### src/rtl/shared_reg_arbiter_pkg.sv
// Shared types and sizing helpers for the shared register arbiter.
package shared_reg_arbiter_pkg;

  typedef enum logic {
    IDLE     = 1'b0,
    COOLDOWN = 1'b1
  } state_t;

  // Index/counter width: ceil(log2(n)), never less than one bit.
  function automatic int unsigned clog2_min1(input int unsigned n);
    return (n <= 32'd2) ? 32'd1 : $clog2(n);
  endfunction

endpackage

### src/rtl/rr_picker.sv
// Combinational round-robin picker: first set request at or after i_ptr wins.
module rr_picker #(
  parameter int unsigned N  = 4,
  parameter int unsigned IW = 2
) (
  input  logic [N-1:0]  i_req,
  input  logic [IW-1:0] i_ptr,
  output logic [N-1:0]  o_grant,
  output logic [IW-1:0] o_idx
);

  logic          w_found;
  logic [IW-1:0] w_pos;

  // Scan ptr, ptr+1, ... modulo N and latch onto the first active request.
  always_comb begin
    o_grant = '0;
    o_idx   = '0;
    w_found = 1'b0;
    w_pos   = '0;
    for (int unsigned k = 0; k < N; k++) begin
      w_pos = IW'((32'(i_ptr) + k) % N);
      if (!w_found && i_req[w_pos]) begin
        w_found        = 1'b1;
        o_grant[w_pos] = 1'b1;
        o_idx          = w_pos;
      end else begin
        w_found = w_found;
      end
    end
  end

endmodule

### src/rtl/shared_reg_arbiter.sv
// Round-robin arbiter in front of one shared storage register, with post-write cooldown.
// Optional macro SHARED_REG_ARBITER_PRIO0_EN gives requester 0 absolute priority.
module shared_reg_arbiter
  import shared_reg_arbiter_pkg::*;
#(
  parameter int unsigned NUM_REQ    = 4,
  parameter int unsigned WIDTH      = 8,
  parameter int unsigned GAP_CYCLES = 2
) (
  input  logic                       clk,
  input  logic                       rst,
  input  logic [NUM_REQ-1:0]         req_valid,
  input  logic [NUM_REQ*WIDTH-1:0]   req_data,
  output logic [NUM_REQ-1:0]         req_ready,
  output logic [WIDTH-1:0]           q,
  output logic [$clog2(NUM_REQ)-1:0] q_owner,
  output logic                       q_valid,
  output logic                       busy
);

  localparam int unsigned    IW       = clog2_min1(NUM_REQ);
  localparam int unsigned    CW       = clog2_min1(GAP_CYCLES + 32'd1);
  localparam logic [CW-1:0]  CNT_INIT = (GAP_CYCLES > 32'd0) ? CW'(GAP_CYCLES - 32'd1) : '0;
  localparam logic [IW-1:0]  LAST_IDX = IW'(NUM_REQ - 32'd1);

  state_t               r_state, w_state_nxt;
  logic [CW-1:0]        r_cnt, w_cnt_nxt;
  logic [IW-1:0]        r_ptr, w_ptr_nxt;
  logic [NUM_REQ-1:0]   w_rr_grant, w_grant;
  logic [IW-1:0]        w_rr_idx, w_idx;
  logic                 w_keep_ptr, w_idle, w_hs;
  logic [WIDTH-1:0]     r_q;
  logic [IW-1:0]        r_owner;
  logic                 r_q_valid;

  rr_picker #(.N(NUM_REQ), .IW(IW)) u_picker (
    .i_req   (req_valid),
    .i_ptr   (r_ptr),
    .o_grant (w_rr_grant),
    .o_idx   (w_rr_idx)
  );

  // Winner selection; the priority build overrides round-robin for requester 0.
  always_comb begin
    w_grant    = w_rr_grant;
    w_idx      = w_rr_idx;
    w_keep_ptr = 1'b0;
`ifdef SHARED_REG_ARBITER_PRIO0_EN
    if (req_valid[0]) begin
      w_grant    = {{(NUM_REQ-1){1'b0}}, 1'b1};
      w_idx      = '0;
      w_keep_ptr = 1'b1;
    end else begin
      w_keep_ptr = 1'b0;
    end
`endif
  end

  assign w_idle    = (r_state == IDLE);
  assign req_ready = (w_idle && !rst) ? w_grant : '0;
  assign w_hs      = |req_ready;
  assign w_ptr_nxt = (w_idx == LAST_IDX) ? '0 : w_idx + IW'(1);

  // Next state and cooldown count.
  always_comb begin
    w_state_nxt = r_state;
    w_cnt_nxt   = r_cnt;
    case (r_state)
      IDLE: begin
        if (w_hs && (GAP_CYCLES > 32'd0)) begin
          w_state_nxt = COOLDOWN;
          w_cnt_nxt   = CNT_INIT;
        end else begin
          w_state_nxt = IDLE;
        end
      end
      COOLDOWN: begin
        if (r_cnt == '0) begin
          w_state_nxt = IDLE;
        end else begin
          w_cnt_nxt = r_cnt - CW'(1);
        end
      end
      default: begin
        w_state_nxt = IDLE;
        w_cnt_nxt   = '0;
      end
    endcase
  end

  // State and counter registers.
  always_ff @(posedge clk) begin
    if (rst) begin
      r_state <= IDLE;
      r_cnt   <= '0;
    end else begin
      r_state <= w_state_nxt;
      r_cnt   <= w_cnt_nxt;
    end
  end

  // Shared register, owner and pointer update on an accepted handshake.
  always_ff @(posedge clk) begin
    if (rst) begin
      r_q       <= '0;
      r_owner   <= '0;
      r_q_valid <= 1'b0;
      r_ptr     <= '0;
    end else if (w_hs) begin
      r_q       <= req_data[w_idx*WIDTH +: WIDTH];
      r_owner   <= w_idx;
      r_q_valid <= 1'b1;
      if (!w_keep_ptr) begin
        r_ptr <= w_ptr_nxt;
      end
    end
  end

  assign q       = r_q;
  assign q_owner = r_owner;
  assign q_valid = r_q_valid;
  assign busy    = !w_idle;

endmodule
### config.mk
export PLATFORM = sky130hd
export DESIGN_NAME = shared_reg_arbiter
export DESIGN_NICKNAME = d
export VERILOG_FILES = /design/src/rtl/shared_reg_arbiter_pkg.sv /design/src/rtl/rr_picker.sv /design/src/rtl/shared_reg_arbiter.sv
export SDC_FILE = /design/constraint.sdc
export NUM_CORES = 1
export LEC_CHECK = 0
export ABC_AREA = 1
export CAP_MARGIN = 30
export CORE_UTILIZATION = 40
export CTS_CLUSTER_DIAMETER = 100
export CTS_CLUSTER_SIZE = 25
export DETAILED_ROUTE_END_ITERATION = 6
export GPL_ROUTABILITY_DRIVEN = 0
export HOLD_SLACK_MARGIN = 0.12
export PLACE_DENSITY = 0.73
export SETUP_SLACK_MARGIN = 0.15
export SLEW_MARGIN = 10
export SYNTH_ARGS = -nofsm -noshare
export SYNTH_HDL_FRONTEND = slang
export SYNTH_SLANG_ARGS = --single-unit
export TNS_END_PERCENT = 30
### constraint.sdc
create_clock -name clk -period 2.4 [get_ports clk]
set_input_delay 0.48 -clock clk [delete_from_list [all_inputs] [get_ports clk]]
set_output_delay 0.48 -clock clk [all_outputs]
set_load 0.1 [all_outputs]
# After elaboration in Yosys (flattened, before gate mapping)
# Cells that the tools add are included.
# word_totals
ff_bits,16
out_inout_bits,16
# classes
addsub,5
n_shift,1
n_reduce_logical,15
magnitude_cmp,8
eq_ne,3
bitwise,4
muxes,35
# ops
cell,count
$shiftx A32 B6 Y8,1
$mux W4,5
$mux W2,7
$mux W1,13
$lt A2 B3 Y1 const B,4
$or A4 B4 Y4,3
$bmux W1 S2,4
$demux W1 S2,4
$ge A2 B1 Y1 const B,4
$logic_and A1 B1 Y1,8
$add A2 B1 Y2 const B,2
$add A2 B2 Y2 const B,2
$logic_not A1 Y1,4
$pmux W2 S2,1
$reduce_or A4 Y1,1
$eq A2 B2 Y1 const B,1
$logic_not A2 Y1,1
$ne A2 B1 Y1 const B,1
$ne A2 B2 Y1 const B,1
$pmux W1 S2,1
$reduce_and A2 Y1,1
$sub A2 B1 Y2 const B,1
$not A1 Y1,1

# Logic depth before layout (Yosys ltp)
# logic_depth
word_depth,16
depth_mapped,17
depth_no_buf,16

# Cells and area by module
# A second synthesis with hierarchy kept.
# unflattened
hier_cells,237
area_unflattened_um2,1438.9
# modules_own_cells
module,area_each_um2,n_inst,cells_per_inst,seq_area_each_um2
shared_reg_arbiter,962.2,1,155,320.3
rr_picker,476.7,1,82,0.0

# Worst setup path after synthesis
# OpenSTA, ideal clock, no wires.
# synth_timing
path_type,register -> output
startpoint,reg r_ptr[1]
endpoint,out req_ready[2]
stages_incl_launch_ff,12
path_slack_ns,-0.322
required_time_ns,1.920
arrival_time_ns,2.242
path_buffers,1
path_cell_list,dfxtp_1 > inv_1 > ha_1 > inv_1 > nand3_1 > nand2_1 > nor2_4 > buf_6 > nand3_1 > nand3_1 > nand2_1 > inv_1
# synth_between
elab_chain_len,13
# synth_rtl
element,line_no,source
from (decl),shared_reg_arbiter.sv:28,"logic [IW-1:0] r_ptr, w_ptr_nxt;"
from (signal assigned),shared_reg_arbiter.sv:114,r_ptr <= w_ptr_nxt;
branches (longest 11 deep; another with $lt A2 B3 Y1),-,
$mux W4 (*),rr_picker.sv:23,if (!w_found && i_req[w_pos]) begin
$mux W4 (*),shared_reg_arbiter.sv:60,assign req_ready = (w_idle && !rst) ? w_grant : '0;
to (decl),shared_reg_arbiter.sv:14,"output logic [NUM_REQ-1:0] req_ready,"
# Mark *: on every way between the ends. The select of a mux whose other input is x is not followed.

# Worst setup path in the final report
# layout_timing
startpoint,reg r_ptr[0]
endpoint,out req_ready[2]
# The elaborated chain is that of the path after synthesis.

==> reports/metrics.yaml <==
dpl-instance-area_um2: 2270
timing.final.crit_share: 1.00
post_layout_instance_area_um2: 2440
post-route-min-period_ns: 2.40
crit_arrival_ns: 1.92
yosys-top-cells-area: "sky130_fd_sc_hd__dfxtp_1, sky130_fd_sc_hd__nand2_1, sky130_fd_sc_hd__inv_1, sky130_fd_sc_hd__nand3_1, sky130_fd_sc_hd__ha_1"
drv_slew: 0
ys_dominant_reg_cell: "sky130_fd_sc_hd__dfxtp_1"
ant_nets: 0
final_layout_size_suffix_gt1_frac: 0.311
async_reset_ff_frac: 0
synth_common_cells: "sky130_fd_sc_hd__nand2_1, sky130_fd_sc_hd__inv_1, sky130_fd_sc_hd__nor2_1"
clockPowerShare: 0.061
power_frac_seq: 0.127
post_drt_via_cell_ratio: 4.61
netSwitchingPower_w: 0.00178
hold_path_class: "reg2reg"
clkTransAtPathRegs_ns: 0.06
grt_first_pass_wirelength_um: 6560
layout.nets: 370
number_of_buffers_inserted_during_clock_tree_synthesis: 3
globalRouteTotalUtil: 0.200
ios: 54
violations: "negative setup slack"
synthesis.yosys.warnings: 0
tritoncts: "yes"
grt_setup_unrepaired: "true"
grt_pass1_vias: 1567
total_power_w: 0.00319
synth_edf_count: 0
insertion_delay_ns: 0.25
multi_input_area_um2: 1070
run_status: "finished, violations left"
pre_cts_ws_ns: -0.202
p_comb_frac: 0.811
yosysMostFrequentCell: "sky130_fd_sc_hd__nand2_1"
post_synth_num_cell_types: 28
cts_hold_repair.buffers: 0
num-fill-cells: 318
cts-htree-levels: 1
area_growth_from_synthesis_to_final_layout_pct: 60.2
worst-slew-pin-transition_ns: 0.409
wirelength_um: 3690
via_count: 1706
number_of_endpoints_failing_setup_at_the_final_stage: 1
drt_iter0_markers: 55
fmax_mhz: 416
clock_skew_ns: 0.00346
synth_fp_nets: 296
finalSetupTns_ns: -0.00479
dp.final_hpwl_um: 2770
total_leakage_power_nw: 1.18
synth_seq_area_share: 0.210
cell_taking_the_most_area_after_synthesis: "sky130_fd_sc_hd__dfxtp_1"
synth.avg_cell_area_um2: 6.10
critical_path_peak_fanout: 8
grt_antenna_before_repair: 0
syn-instance-count: 250
wl_per_cell_um: 9.98
core-area_um2: 3660
rows: 22
synth_largest_type_area_fraction: 0.210
slew_headroom: 0.726
endpoint_class_of_the_critical_path: "output pin"
fp.dieW_um: 63.7
cts.sinks: 16
drtPass1Iterations: 4
mappedNetlistArea_um2: 1520
max_cap_violations: 0
final_core_utilization: 0.667
worstSetupPathType: "reg2out"
seq_area_um2: 325
critPathLaunchType: "flop"
power_density_nw_per_um2: 1310
io_buffers: 53
power.internal_w: 0.00141
antenna-diode-count: 0
initial_core_util: 0.416
grt_overflow_total: 0
maximum_number_of_pins_on_one_net_before_global_route_repair: 19
peakVddDrop_v: 0.000624
drc: 0
power_switching_share: 0.558
cp_required_ns: 1.92
cts_root_buffer: "sky130_fd_sc_hd__clkbuf_8"
layout_setup_ws_ns: -0.00479
cts_max_path_buffers: 2
synth_seq_cells: 16
die_y_um: 63.7
dieArea_um2: 4060
hold_viol_final: 0
## cells in the final DEF (no fill, tap or decap), types with 10 or more instances in the layout
cell and instances:
sky130_fd_sc_hd__dfxtp_1 14, sky130_fd_sc_hd__nor2_1 24, sky130_fd_sc_hd__nand3_1 10, sky130_fd_sc_hd__a21oi_1 12
sky130_fd_sc_hd__clkdlybuf4s50_1 33, sky130_fd_sc_hd__inv_1 33, sky130_fd_sc_hd__nand3_2 15, sky130_fd_sc_hd__nand2_1 63
sky130_fd_sc_hd__buf_4 30, sky130_fd_sc_hd__nand2_2 14
## power by group through the flow
stage          clock, W  combinational, W  sequential, W
2_1_floorplan         0           0.00141       0.000891
3_3_place_gp          0           0.00237       0.000405
3_5_place_dp          0           0.00240       0.000409
4_1_cts        0.000201           0.00248       0.000407
5_1_grt        0.000209           0.00284       0.000415
6_report       0.000195           0.00259       0.000406
## timing repair
action                                  in CTS  in global routing
buffers inserted                             7                  4
gates cloned                                 0                  1
pin swaps                                    6                 12
endpoints found under the setup margin      15                 17
gates resized for setup                     15                  6
## metal layers
layer  share of wire  routed length [um]  track usage  vias to the layer above
met1            0.44                1630        0.234                      725
met2            0.50                1830        0.362                       55
met4           0.016                  60       0.0653                        0
met5               0                   0            0                        -
met3           0.047                 174       0.0362                        6
li1                -                   -            -                      920
## logic make-up after synthesis
logic type / share of synthesized area
AO/OA/AOI/OAI: 0.122
AND/OR/NAND/NOR: 0.430
XOR/XNOR: 0.0115
buffers and inverters: 0.160
adder cells (fa/ha/maj): 0.0657
flip-flops: 0.210
## worst paths after layout
check	start	end	slack, ns	cells after the start
hold reg to reg	q_valid$_SDFFE_PP0P_	q_valid$_SDFFE_PP0P_	0.48	2
hold / removal	q_valid$_SDFFE_PP0P_	q_valid$_SDFFE_PP0P_	0.48	2
setup / recovery	r_ptr[0]$_SDFFE_PP0P_	req_ready[2]	-0.005	12
setup reg to reg	r_ptr[0]$_SDFFE_PP0P_	q[5]$_SDFFE_PP0P_	0.10	17
## area by class of cell
class                      count  area share
clock buffer                   3      0.0169
inverter                      43      0.0774
multi-input combinational    182       0.440
sequential                    16       0.133
tap                           48      0.0246
timing repair buffer          78       0.308
## state kept, by name, summed over array words and instances (netlist names)
signal,cells
busy,1
q_valid,1
r_ptr,2
q_owner,2
r_cnt,2
q,8
## worst max-delay path: stages (launching register included)
cell and delay (ns):
sky130_fd_sc_hd__dfxtp_4 0.38, sky130_fd_sc_hd__inv_8 0.05, sky130_fd_sc_hd__ha_4 0.30, sky130_fd_sc_hd__inv_4 0.05
sky130_fd_sc_hd__nand3_2 0.06, sky130_fd_sc_hd__nand2_2 0.07, sky130_fd_sc_hd__nor2_4 0.15, sky130_fd_sc_hd__buf_12 0.14
sky130_fd_sc_hd__nand3_2 0.07, sky130_fd_sc_hd__nand3_2 0.08, sky130_fd_sc_hd__nand2_2 0.07, sky130_fd_sc_hd__clkinvlp_4 0.11
sky130_fd_sc_hd__buf_12 0.17
## stage by stage
stage	hold slack, ns	instances
after CTS	0.483	365
after floorplan	0.451	250
after global placement	0.453	355
after global routing	0.500	370
final	0.480	370
after detailed placement	0.473	355
(Power assumes the default switching activity.)
